File: src/rtl/ahb_pkg.sv
// Shared AHB-Lite encodings and the responder data-phase state type.
// Used by the register slave and by any peripheral that needs the byte-lane decode.
package ahb_pkg;

  localparam logic [1:0] HTRANS_IDLE   = 2'b00;
  localparam logic [1:0] HTRANS_BUSY   = 2'b01;
  localparam logic [1:0] HTRANS_NONSEQ = 2'b10;
  localparam logic [1:0] HTRANS_SEQ    = 2'b11;

  localparam logic [2:0] HSIZE_BYTE = 3'd0;
  localparam logic [2:0] HSIZE_HALF = 3'd1;
  localparam logic [2:0] HSIZE_WORD = 3'd2;

  localparam logic [1:0] HRESP_OKAY  = 2'b00;
  localparam logic [1:0] HRESP_ERROR = 2'b01;

  typedef enum logic [2:0] {
    DP_IDLE,
    DP_WAIT,
    DP_DONE,
    DP_ERR1,
    DP_ERR2
  } dp_state_e;

endpackage

File: src/rtl/ahb_lite_reg_slave_if.sv
// AHB-Lite bus bundle between the MCU master and a responder.
// The master drives address/control/write data; the slave returns hrdata/hresp/hready.
interface ahb_lite_reg_slave_if;

  logic [1:0]  I_ahb_htrans;
  logic        I_ahb_hwrite;
  logic [31:0] I_ahb_haddr;
  logic [2:0]  I_ahb_hsize;
  logic [2:0]  I_ahb_hburst;
  logic [3:0]  I_ahb_hprot;
  logic        I_ahb_hmastlock;
  logic [31:0] I_ahb_hwdata;
  logic [31:0] O_ahb_hrdata;
  logic [1:0]  O_ahb_hresp;
  logic        O_ahb_hready;

  modport master (
    output I_ahb_htrans, I_ahb_hwrite, I_ahb_haddr, I_ahb_hsize, I_ahb_hburst,
    output I_ahb_hprot, I_ahb_hmastlock, I_ahb_hwdata,
    input  O_ahb_hrdata, O_ahb_hresp, O_ahb_hready
  );

  modport slave (
    input  I_ahb_htrans, I_ahb_hwrite, I_ahb_haddr, I_ahb_hsize, I_ahb_hburst,
    input  I_ahb_hprot, I_ahb_hmastlock, I_ahb_hwdata,
    output O_ahb_hrdata, O_ahb_hresp, O_ahb_hready
  );

endinterface

File: src/rtl/ahb_byte_strobe.sv
// Combinational byte-lane strobe from hsize and haddr[1:0]; zero latency, no flow control.
// Illegal sizes produce an all-zero strobe so no lane can be written.
module ahb_byte_strobe
  import ahb_pkg::*;
(
  input  logic [2:0] I_hsize,
  input  logic [1:0] I_addr,
  output logic [3:0] O_strb
);

  always_comb begin
    O_strb = 4'b0000;
    case (I_hsize)
      HSIZE_BYTE: O_strb = 4'b0001 << I_addr;
      HSIZE_HALF: O_strb = I_addr[1] ? 4'b1100 : 4'b0011;
      HSIZE_WORD: O_strb = 4'b1111;
      default:    O_strb = 4'b0000;
    endcase
  end

endmodule

File: src/rtl/ahb_lite_reg_slave.sv
// AHB-Lite register bank: NRW R/W words plus live read-only words; OKAY beats take 1+WAIT_STATES
// cycles, ERROR beats take 2; the slave stalls the master only by pulling hready low.
module ahb_lite_reg_slave
  import ahb_pkg::*;
#(
  parameter logic [31:0] BASE_ADDR   = 32'h6000_1000,
  parameter int          NREG        = 16,
  parameter int          NRW         = 12,
  parameter int          WAIT_STATES = 0
) (
  input  logic                      I_ahb_clk,
  input  logic                      I_rst,
  ahb_lite_reg_slave_if.slave       ahb,
  output logic [NRW*32-1:0]         O_reg_q,
  output logic [NRW-1:0]            O_wr_pulse,
  input  logic [(NREG-NRW)*32-1:0]  I_ro_data
);

  localparam int AW  = $clog2(NREG);
  localparam int NRO = NREG - NRW;

  dp_state_e        state_q, state_d;
  logic [1:0]       wait_cnt_q, wait_cnt_d;
  logic [AW-1:0]    idx_q, idx_d;
  logic [3:0]       strb_q, strb_d;
  logic             hwrite_q, hwrite_d;
  logic [31:0]      reg_q [NRW];
  logic [31:0]      reg_d [NRW];
  logic [NRW-1:0]   wr_pulse_q, wr_pulse_d;

  logic             hready;
  logic             accept;
  logic             addr_err;
  logic             commit;
  logic [AW-1:0]    addr_idx;
  logic [3:0]       addr_strb;
  logic [31:0]      rd_word;
  logic             unused_ok;

  assign unused_ok = ^{ahb.I_ahb_hburst, ahb.I_ahb_hprot, ahb.I_ahb_hmastlock};
  assign addr_idx  = ahb.I_ahb_haddr[AW+1:2];

  ahb_byte_strobe u_byte_strobe (
    .I_hsize (ahb.I_ahb_hsize),
    .I_addr  (ahb.I_ahb_haddr[1:0]),
    .O_strb  (addr_strb)
  );

  always_comb begin
    addr_err = 1'b0;
    if (ahb.I_ahb_haddr[31:AW+2] != BASE_ADDR[31:AW+2]) addr_err = 1'b1;
    if (ahb.I_ahb_hsize > HSIZE_WORD) addr_err = 1'b1;
    if (ahb.I_ahb_hsize == HSIZE_WORD && ahb.I_ahb_haddr[1:0] != 2'b00) addr_err = 1'b1;
    if (ahb.I_ahb_hsize == HSIZE_HALF && ahb.I_ahb_haddr[0]) addr_err = 1'b1;
    if (ahb.I_ahb_hwrite && int'(addr_idx) >= NRW) addr_err = 1'b1;
  end

  // Address phase is only sampled while the previous data phase is completing.
  assign hready = (state_q != DP_WAIT) && (state_q != DP_ERR1);
  assign accept = hready && (ahb.I_ahb_htrans == HTRANS_NONSEQ || ahb.I_ahb_htrans == HTRANS_SEQ);

  always_comb begin
    state_d    = state_q;
    wait_cnt_d = wait_cnt_q;
    idx_d      = idx_q;
    strb_d     = strb_q;
    hwrite_d   = hwrite_q;
    case (state_q)
      DP_WAIT: begin
        if (wait_cnt_q <= 2'd1) state_d = DP_DONE;
        else                    wait_cnt_d = wait_cnt_q - 2'd1;
      end
      DP_ERR1: state_d = DP_ERR2;
      default: begin
        state_d = DP_IDLE;
        if (accept) begin
          idx_d    = addr_idx;
          strb_d   = addr_strb;
          hwrite_d = ahb.I_ahb_hwrite;
          if (addr_err) begin
            state_d = DP_ERR1;
          end else if (WAIT_STATES == 0) begin
            state_d = DP_DONE;
          end else begin
            state_d    = DP_WAIT;
            wait_cnt_d = 2'(WAIT_STATES);
          end
        end
      end
    endcase
  end

  // DP_DONE always ends on the next edge with hready=1/OKAY, so that edge commits the write.
  assign commit = (state_q == DP_DONE) && hwrite_q;

  always_comb begin
    wr_pulse_d = '0;
    for (int i = 0; i < NRW; i++) begin
      reg_d[i] = reg_q[i];
      if (commit && idx_q == AW'(i)) begin
        wr_pulse_d[i] = 1'b1;
        for (int b = 0; b < 4; b++) begin
          if (strb_q[b]) reg_d[i][8*b +: 8] = ahb.I_ahb_hwdata[8*b +: 8];
        end
      end
    end
  end

  always_comb begin
    rd_word = '0;
    for (int i = 0; i < NRW; i++) begin
      if (idx_q == AW'(i)) rd_word = reg_q[i];
    end
    for (int j = 0; j < NRO; j++) begin
      if (idx_q == AW'(NRW + j)) rd_word = I_ro_data[32*j +: 32];
    end
  end

  always_ff @(posedge I_ahb_clk or posedge I_rst) begin
    if (I_rst) begin
      state_q    <= DP_IDLE;
      wait_cnt_q <= '0;
      idx_q      <= '0;
      strb_q     <= '0;
      hwrite_q   <= 1'b0;
      wr_pulse_q <= '0;
      for (int i = 0; i < NRW; i++) reg_q[i] <= '0;
    end else begin
      state_q    <= state_d;
      wait_cnt_q <= wait_cnt_d;
      idx_q      <= idx_d;
      strb_q     <= strb_d;
      hwrite_q   <= hwrite_d;
      wr_pulse_q <= wr_pulse_d;
      for (int i = 0; i < NRW; i++) reg_q[i] <= reg_d[i];
    end
  end

  always_comb begin
    O_reg_q = '0;
    for (int i = 0; i < NRW; i++) O_reg_q[32*i +: 32] = reg_q[i];
  end

  assign O_wr_pulse       = wr_pulse_q;
  assign ahb.O_ahb_hready = hready;
  assign ahb.O_ahb_hresp  = (state_q == DP_ERR1 || state_q == DP_ERR2) ? HRESP_ERROR : HRESP_OKAY;
  assign ahb.O_ahb_hrdata = (state_q == DP_DONE && !hwrite_q) ? rd_word : 32'h0;

endmodule
File: src/flat_wrapper.sv
// flat-port wrapper written by rule: the top's interface ports become plain ports
module ahb_lite_reg_slave_flat import ahb_pkg::*;
#(
  parameter logic [31:0] BASE_ADDR   = 32'h6000_1000,
  parameter int          NREG        = 16,
  parameter int          NRW         = 12,
  parameter int          WAIT_STATES = 0
)
  (I_ahb_clk, I_rst, O_reg_q, O_wr_pulse, I_ro_data, ahb_I_ahb_htrans, ahb_I_ahb_hwrite, ahb_I_ahb_haddr, ahb_I_ahb_hsize, ahb_I_ahb_hburst, ahb_I_ahb_hprot, ahb_I_ahb_hmastlock, ahb_I_ahb_hwdata, ahb_O_ahb_hrdata, ahb_O_ahb_hresp, ahb_O_ahb_hready);
  ahb_lite_reg_slave_if ahb_i ();
  input  logic I_ahb_clk;
  input  logic I_rst;
  output logic [NRW*32-1:0] O_reg_q;
  output logic [NRW-1:0] O_wr_pulse;
  input  logic [(NREG-NRW)*32-1:0] I_ro_data;
  input wire logic [$bits(ahb_i.I_ahb_htrans)-1:0] ahb_I_ahb_htrans;
  input wire logic [$bits(ahb_i.I_ahb_hwrite)-1:0] ahb_I_ahb_hwrite;
  input wire logic [$bits(ahb_i.I_ahb_haddr)-1:0] ahb_I_ahb_haddr;
  input wire logic [$bits(ahb_i.I_ahb_hsize)-1:0] ahb_I_ahb_hsize;
  input wire logic [$bits(ahb_i.I_ahb_hburst)-1:0] ahb_I_ahb_hburst;
  input wire logic [$bits(ahb_i.I_ahb_hprot)-1:0] ahb_I_ahb_hprot;
  input wire logic [$bits(ahb_i.I_ahb_hmastlock)-1:0] ahb_I_ahb_hmastlock;
  input wire logic [$bits(ahb_i.I_ahb_hwdata)-1:0] ahb_I_ahb_hwdata;
  output wire logic [$bits(ahb_i.O_ahb_hrdata)-1:0] ahb_O_ahb_hrdata;
  output wire logic [$bits(ahb_i.O_ahb_hresp)-1:0] ahb_O_ahb_hresp;
  output wire logic [$bits(ahb_i.O_ahb_hready)-1:0] ahb_O_ahb_hready;
  assign ahb_i.I_ahb_htrans = ahb_I_ahb_htrans;
  assign ahb_i.I_ahb_hwrite = ahb_I_ahb_hwrite;
  assign ahb_i.I_ahb_haddr = ahb_I_ahb_haddr;
  assign ahb_i.I_ahb_hsize = ahb_I_ahb_hsize;
  assign ahb_i.I_ahb_hburst = ahb_I_ahb_hburst;
  assign ahb_i.I_ahb_hprot = ahb_I_ahb_hprot;
  assign ahb_i.I_ahb_hmastlock = ahb_I_ahb_hmastlock;
  assign ahb_i.I_ahb_hwdata = ahb_I_ahb_hwdata;
  assign ahb_O_ahb_hrdata = ahb_i.O_ahb_hrdata;
  assign ahb_O_ahb_hresp = ahb_i.O_ahb_hresp;
  assign ahb_O_ahb_hready = ahb_i.O_ahb_hready;
  ahb_lite_reg_slave #(.BASE_ADDR(BASE_ADDR), .NREG(NREG), .NRW(NRW), .WAIT_STATES(WAIT_STATES)) u_core (.I_ahb_clk(I_ahb_clk), .I_rst(I_rst), .ahb(ahb_i), .O_reg_q(O_reg_q), .O_wr_pulse(O_wr_pulse), .I_ro_data(I_ro_data));
endmodule
File: config.mk
export PLATFORM = sky130hd
export DESIGN_NAME = ahb_lite_reg_slave_flat
export DESIGN_NICKNAME = d
export VERILOG_FILES = /design/src/rtl/ahb_pkg.sv /design/src/rtl/ahb_lite_reg_slave_if.sv /design/src/rtl/ahb_byte_strobe.sv /design/src/rtl/ahb_lite_reg_slave.sv /design/src/flat_wrapper.sv
export SDC_FILE = /design/constraint.sdc
export NUM_CORES = 1
export LEC_CHECK = 0
export BUFFER_PORTS_ARGS = -buffer_cell sky130_fd_sc_hd__buf_2
export CORE_UTILIZATION = 35
export DETAILED_ROUTE_END_ITERATION = 8
export GPL_TIMING_DRIVEN = 0
export SETUP_SLACK_MARGIN = 0.4
export SYNTH_ARGS = -nofsm -noshare
export SYNTH_HDL_FRONTEND = slang
export SYNTH_SLANG_ARGS = --single-unit
File: constraint.sdc
create_clock -name I_ahb_clk -period 23.7 [get_ports I_ahb_clk]
set_input_delay 1.185 -clock I_ahb_clk [delete_from_list [all_inputs] [get_ports I_ahb_clk]]
set_output_delay 1.185 -clock I_ahb_clk [all_outputs]
set_load 0.1 [all_outputs]
==> flow_summary.toml <==
[sta]
post-route-period-util_pct = 30.3
max_freq_ghz = 0.139
period_minus_slack_ns = 7.17
maxSlewViolCount = 44
layout_setup_ws_ns = 16.53
finalSetupTns_ns = 0
worst_pin_slew_ns = 1.62
relative_slew_slack_pct = -8.05
finalHoldViolCount = 0
clock_skew_ns = 0.0222
setup_violations = 0
grt_setup_unrepaired = "no"

[clock_network]
count_of_instances_resized_after_the_clock_tree_is_built = 0
ctsHtreeMaxLevel = 2
cts_inserted_buffers = 48
insertion_delay_ns = 0.61
cts.clk_slew.worst_paths_ns = 0.06
cts_max_path_buffers = 3
cts_setup_buffers = 0
clock_sink_count = 410
cts_tree = "done"
cts_hold_buffers = 0
root_buffer = "sky130_fd_sc_hd__clkbuf_16"

[worst_setup_path]
critical_path.endpoint_type = "primary output"
capturing_point_of_the_worst_reg2reg_path = "u_core.idx_q[3]"
regToRegStartpoint = "u_core.idx_q[3]"
worstPathMaxFanout = 10
startpoint = "u_core.idx_q[2]"
critical_path_class = "flop to primary output"
cp_data_required_time_ns = 22.51
r2r_slack_ns = 19.90
cp_data_arrival_time_ns = 5.99
critical_path.endpoint = "ahb_O_ahb_hrdata[13]"
reg2reg_depth = 5
cp-start-kind = "flop"

[placed_design]
dp.final_hpwl_mm = 91.1
gp_congestion = 0.947
dp_worst_setup_slack_ns = 17.66
io_buffer_count = 628
placedInstanceArea_um2 = 25000

[grt]
via_count_of_the_first_global_routing_pass = 20600
grt_first_pass_wirelength_mm = 168
grt_max_degree = 126
initial_antenna_violation_count = 13
grtUsageTotal_pct = 40.8
grt_overflow_total = 0

[logic_synthesis]
synth-simple-area-share_pct = 7.61
synth_fa_ha_area_share_pct = 0.0602
yosys_warnings = 0
post_synth_xor_area_fraction_pct = 0.0421
compound_gate_fraction_of_synth_area_pct = 14.5
asyncSetResetFlopFracSynth_pct = 100
postSynth.topFlopCell = "sky130_fd_sc_hd__dfrtp_1"
synthMuxAreaShare_pct = 25.3
largest_family_of_logic_cells_by_synthesized_area = "multiplexers"
synth.lib_cells_used.distinct = 74
postSynthAreaPerCell_um2 = 11.4
post_synth_inst_count = 1818
synth_sequential_area_ratio_pct = 49.4
mappedNetlistNets = 2027
synth-seq-cells = 410
synth_area_um2 = 20800
synth_edf_count = 0

[drt]
drtAntennaViolNets = 0
drt_iter0_drc = 2746
drt_first_pass_iters = 7
via_total_after_detailed_routing = 20900
detail_route.wirelength_mm = 126
detail_route.drc_violations = 0
mean_routed_wirelength_per_cell_um = 38.0
via_per_inst = 6.31

[layout]
area_growth_pct = 27.5
drive_above_1_share_pct = 46.1
final_nets = 2711
finalInstanceArea_um2 = 26500
final_common_cell = "sky130_fd_sc_hd__buf_2"
layout_common_cells = "659 x sky130_fd_sc_hd__buf_2, 410 x sky130_fd_sc_hd__dfrtp_1, 402 x sky130_fd_sc_hd__mux2_2"

[pwr]
power.combinational.fraction_pct = 48.4
sw_frac_of_total_pct = 53.1
share_seq_of_total_power_pct = 28.6
pwr_density_cell_nw_per_um2 = 118
switching_power_w = 0.00166
cell_internal_pwr_w = 0.00147
clock_power_share_pct = 22.9
total_power_w = 0.00313
max-vdd-ir-drop_uv = 73.6
static_leakage_power_nw = 11.9

[min_path]
hp-class = "flop to flop"

[die]
pin_count = 639
std_cell_rows = 88
standard_cell_core_area_um2 = 58100
die_ar_um2 = 60400
die-width_um = 246
floorplan.initialDensity_pct = 35.8
floorplan.die.height_um = 246

[job]
max-cap-violations = 5

[outcome]
run_status = "finished with violations"
violations = "max-capacitance violations, max-slew violations"
## synth_stat cells (all sizes together) (5+ instances only)
| cell | instances | share of area [%] |
|---|---|---|
| o2111a | 7 | 0.38 |
| a21oi | 105 | 2.5 |
| a22o | 7 | 0.29 |
| nor3 | 14 | 0.45 |
| dfrtp | 410 | 49 |
| a221oi | 10 | 0.42 |
| a311o | 8 | 0.39 |
| o21a | 10 | 0.36 |
| o221a | 9 | 0.49 |
| nor4 | 5 | 0.15 |
| clkbuf | 111 | 2.0 |
| o311ai | 5 | 0.21 |
| o2111ai | 10 | 0.42 |
| a2111oi | 11 | 0.46 |
| a21o | 6 | 0.22 |
| a22oi | 8 | 0.29 |
| mux2 | 406 | 22 |
| o211ai | 8 | 0.29 |
| a222oi | 12 | 0.58 |
| a31oi | 9 | 0.27 |
| a211oi | 18 | 0.65 |
| o21ai | 114 | 2.7 |
| o22ai | 36 | 1.1 |
| o31a | 9 | 0.38 |
| mux2i | 64 | 3.1 |
| nand3 | 12 | 0.29 |
| nor2b | 35 | 1.1 |
| and2 | 17 | 0.51 |
| o221ai | 11 | 0.46 |
| nor2 | 76 | 1.4 |
| buf | 38 | 0.89 |
| nand2 | 124 | 2.3 |
| nand2b | 11 | 0.33 |
| inv | 9 | 0.16 |
| o2bb2ai | 12 | 0.51 |
## worst min-delay path by stage
stage / from / end / slack [ns] / cells past startpoint
after floorplan: u_core.wait_cnt_q[0] / u_core.wait_cnt_q[0] / 0.45 / 1
after global placement: u_core.wait_cnt_q[0] / u_core.wait_cnt_q[0] / 0.47 / 1
final: u_core.wait_cnt_q[0] / u_core.wait_cnt_q[0] / 0.49 / 1
after CTS: u_core.wait_cnt_q[0] / u_core.wait_cnt_q[0] / 0.49 / 1
after detailed placement: u_core.wait_cnt_q[0] / u_core.wait_cnt_q[0] / 0.48 / 1
after global routing: u_core.O_reg_q[295] / u_core.O_reg_q[295] / 0.54 / 1
## power groups by stage
stage                     logic (W)  registers (W)  clock network, W
after floorplan            0.000382        0.00156                 0
after global placement      0.00147       0.000897                 0
after detailed placement    0.00148       0.000901                 0
after CTS                   0.00148       0.000889          0.000718
after global routing        0.00153       0.000901          0.000745
final                       0.00151       0.000895          0.000717
## registers in the layout, indices dropped and copies added (netlist names)
name               cells
u_core.idx_q           4
u_core.state_q         3
u_core.hwrite_q        1
u_core.strb_q          4
u_core.O_wr_pulse     12
u_core.wait_cnt_q      2
u_core.O_reg_q       384
## worst max-delay path, cell delays in order (launching register included)
cell and delay [ns]:
sky130_fd_sc_hd__dfrtp_1 0.47, sky130_fd_sc_hd__buf_2 0.28, sky130_fd_sc_hd__buf_2 0.49, sky130_fd_sc_hd__nand2_1 0.61, sky130_fd_sc_hd__nor2_1 1.24, sky130_fd_sc_hd__clkbuf_1 0.87, sky130_fd_sc_hd__o21ai_0 0.55, sky130_fd_sc_hd__o2111ai_1 0.21
sky130_fd_sc_hd__o2111a_1 0.23, sky130_fd_sc_hd__buf_2 0.43
## logic make-up (layout without fill, tap and decap cells)
logic type / count (synthesis) / in the layout
XOR/XNOR: 1 / 1
flip-flops: 410 / 410
other: 1 / 6
adder cells (fa/ha/maj): 1 / 1
AND/OR/NAND/NOR: 322 / 322
buffers and inverters: 159 / 878
multiplexers: 472 / 472
AO/OA/AOI/OAI: 452 / 452
## through the flow
stage	utilization (%)	std cells	hold WS, ns
floorplan	-	1818	0.452
global placement	42.8	3211	0.468
detailed placement	43.0	3216	0.484
CTS	45.5	3301	0.493
global route	45.6	3303	0.537
finish	45.6	3307	0.486
## area by class of cell
| type | count | area (µm²) |
|---|---|---|
| Clock buffer | 71 | 1380 |
| Sequential cell | 410 | 10300 |
| Antenna cell | 5 | 12.5 |
| Buffer | 149 | 603 |
| Clock inverter | 14 | 86.3 |
| Timing Repair Buffer | 634 | 3260 |
| Tap cell | 765 | 957 |
| Inverter | 10 | 45.0 |
| Fill cell | 5588 | 31600 |
| Multi-Input combinational cell | 1249 | 9900 |
## metal layers
metal	global-route usage, %	wire (µm)
met1	49.0	45500
met2	63.2	56400
met3	15.3	16300
met4	21.6	7430
met5	0.408	101
Power figures use the tool's default switching activity.
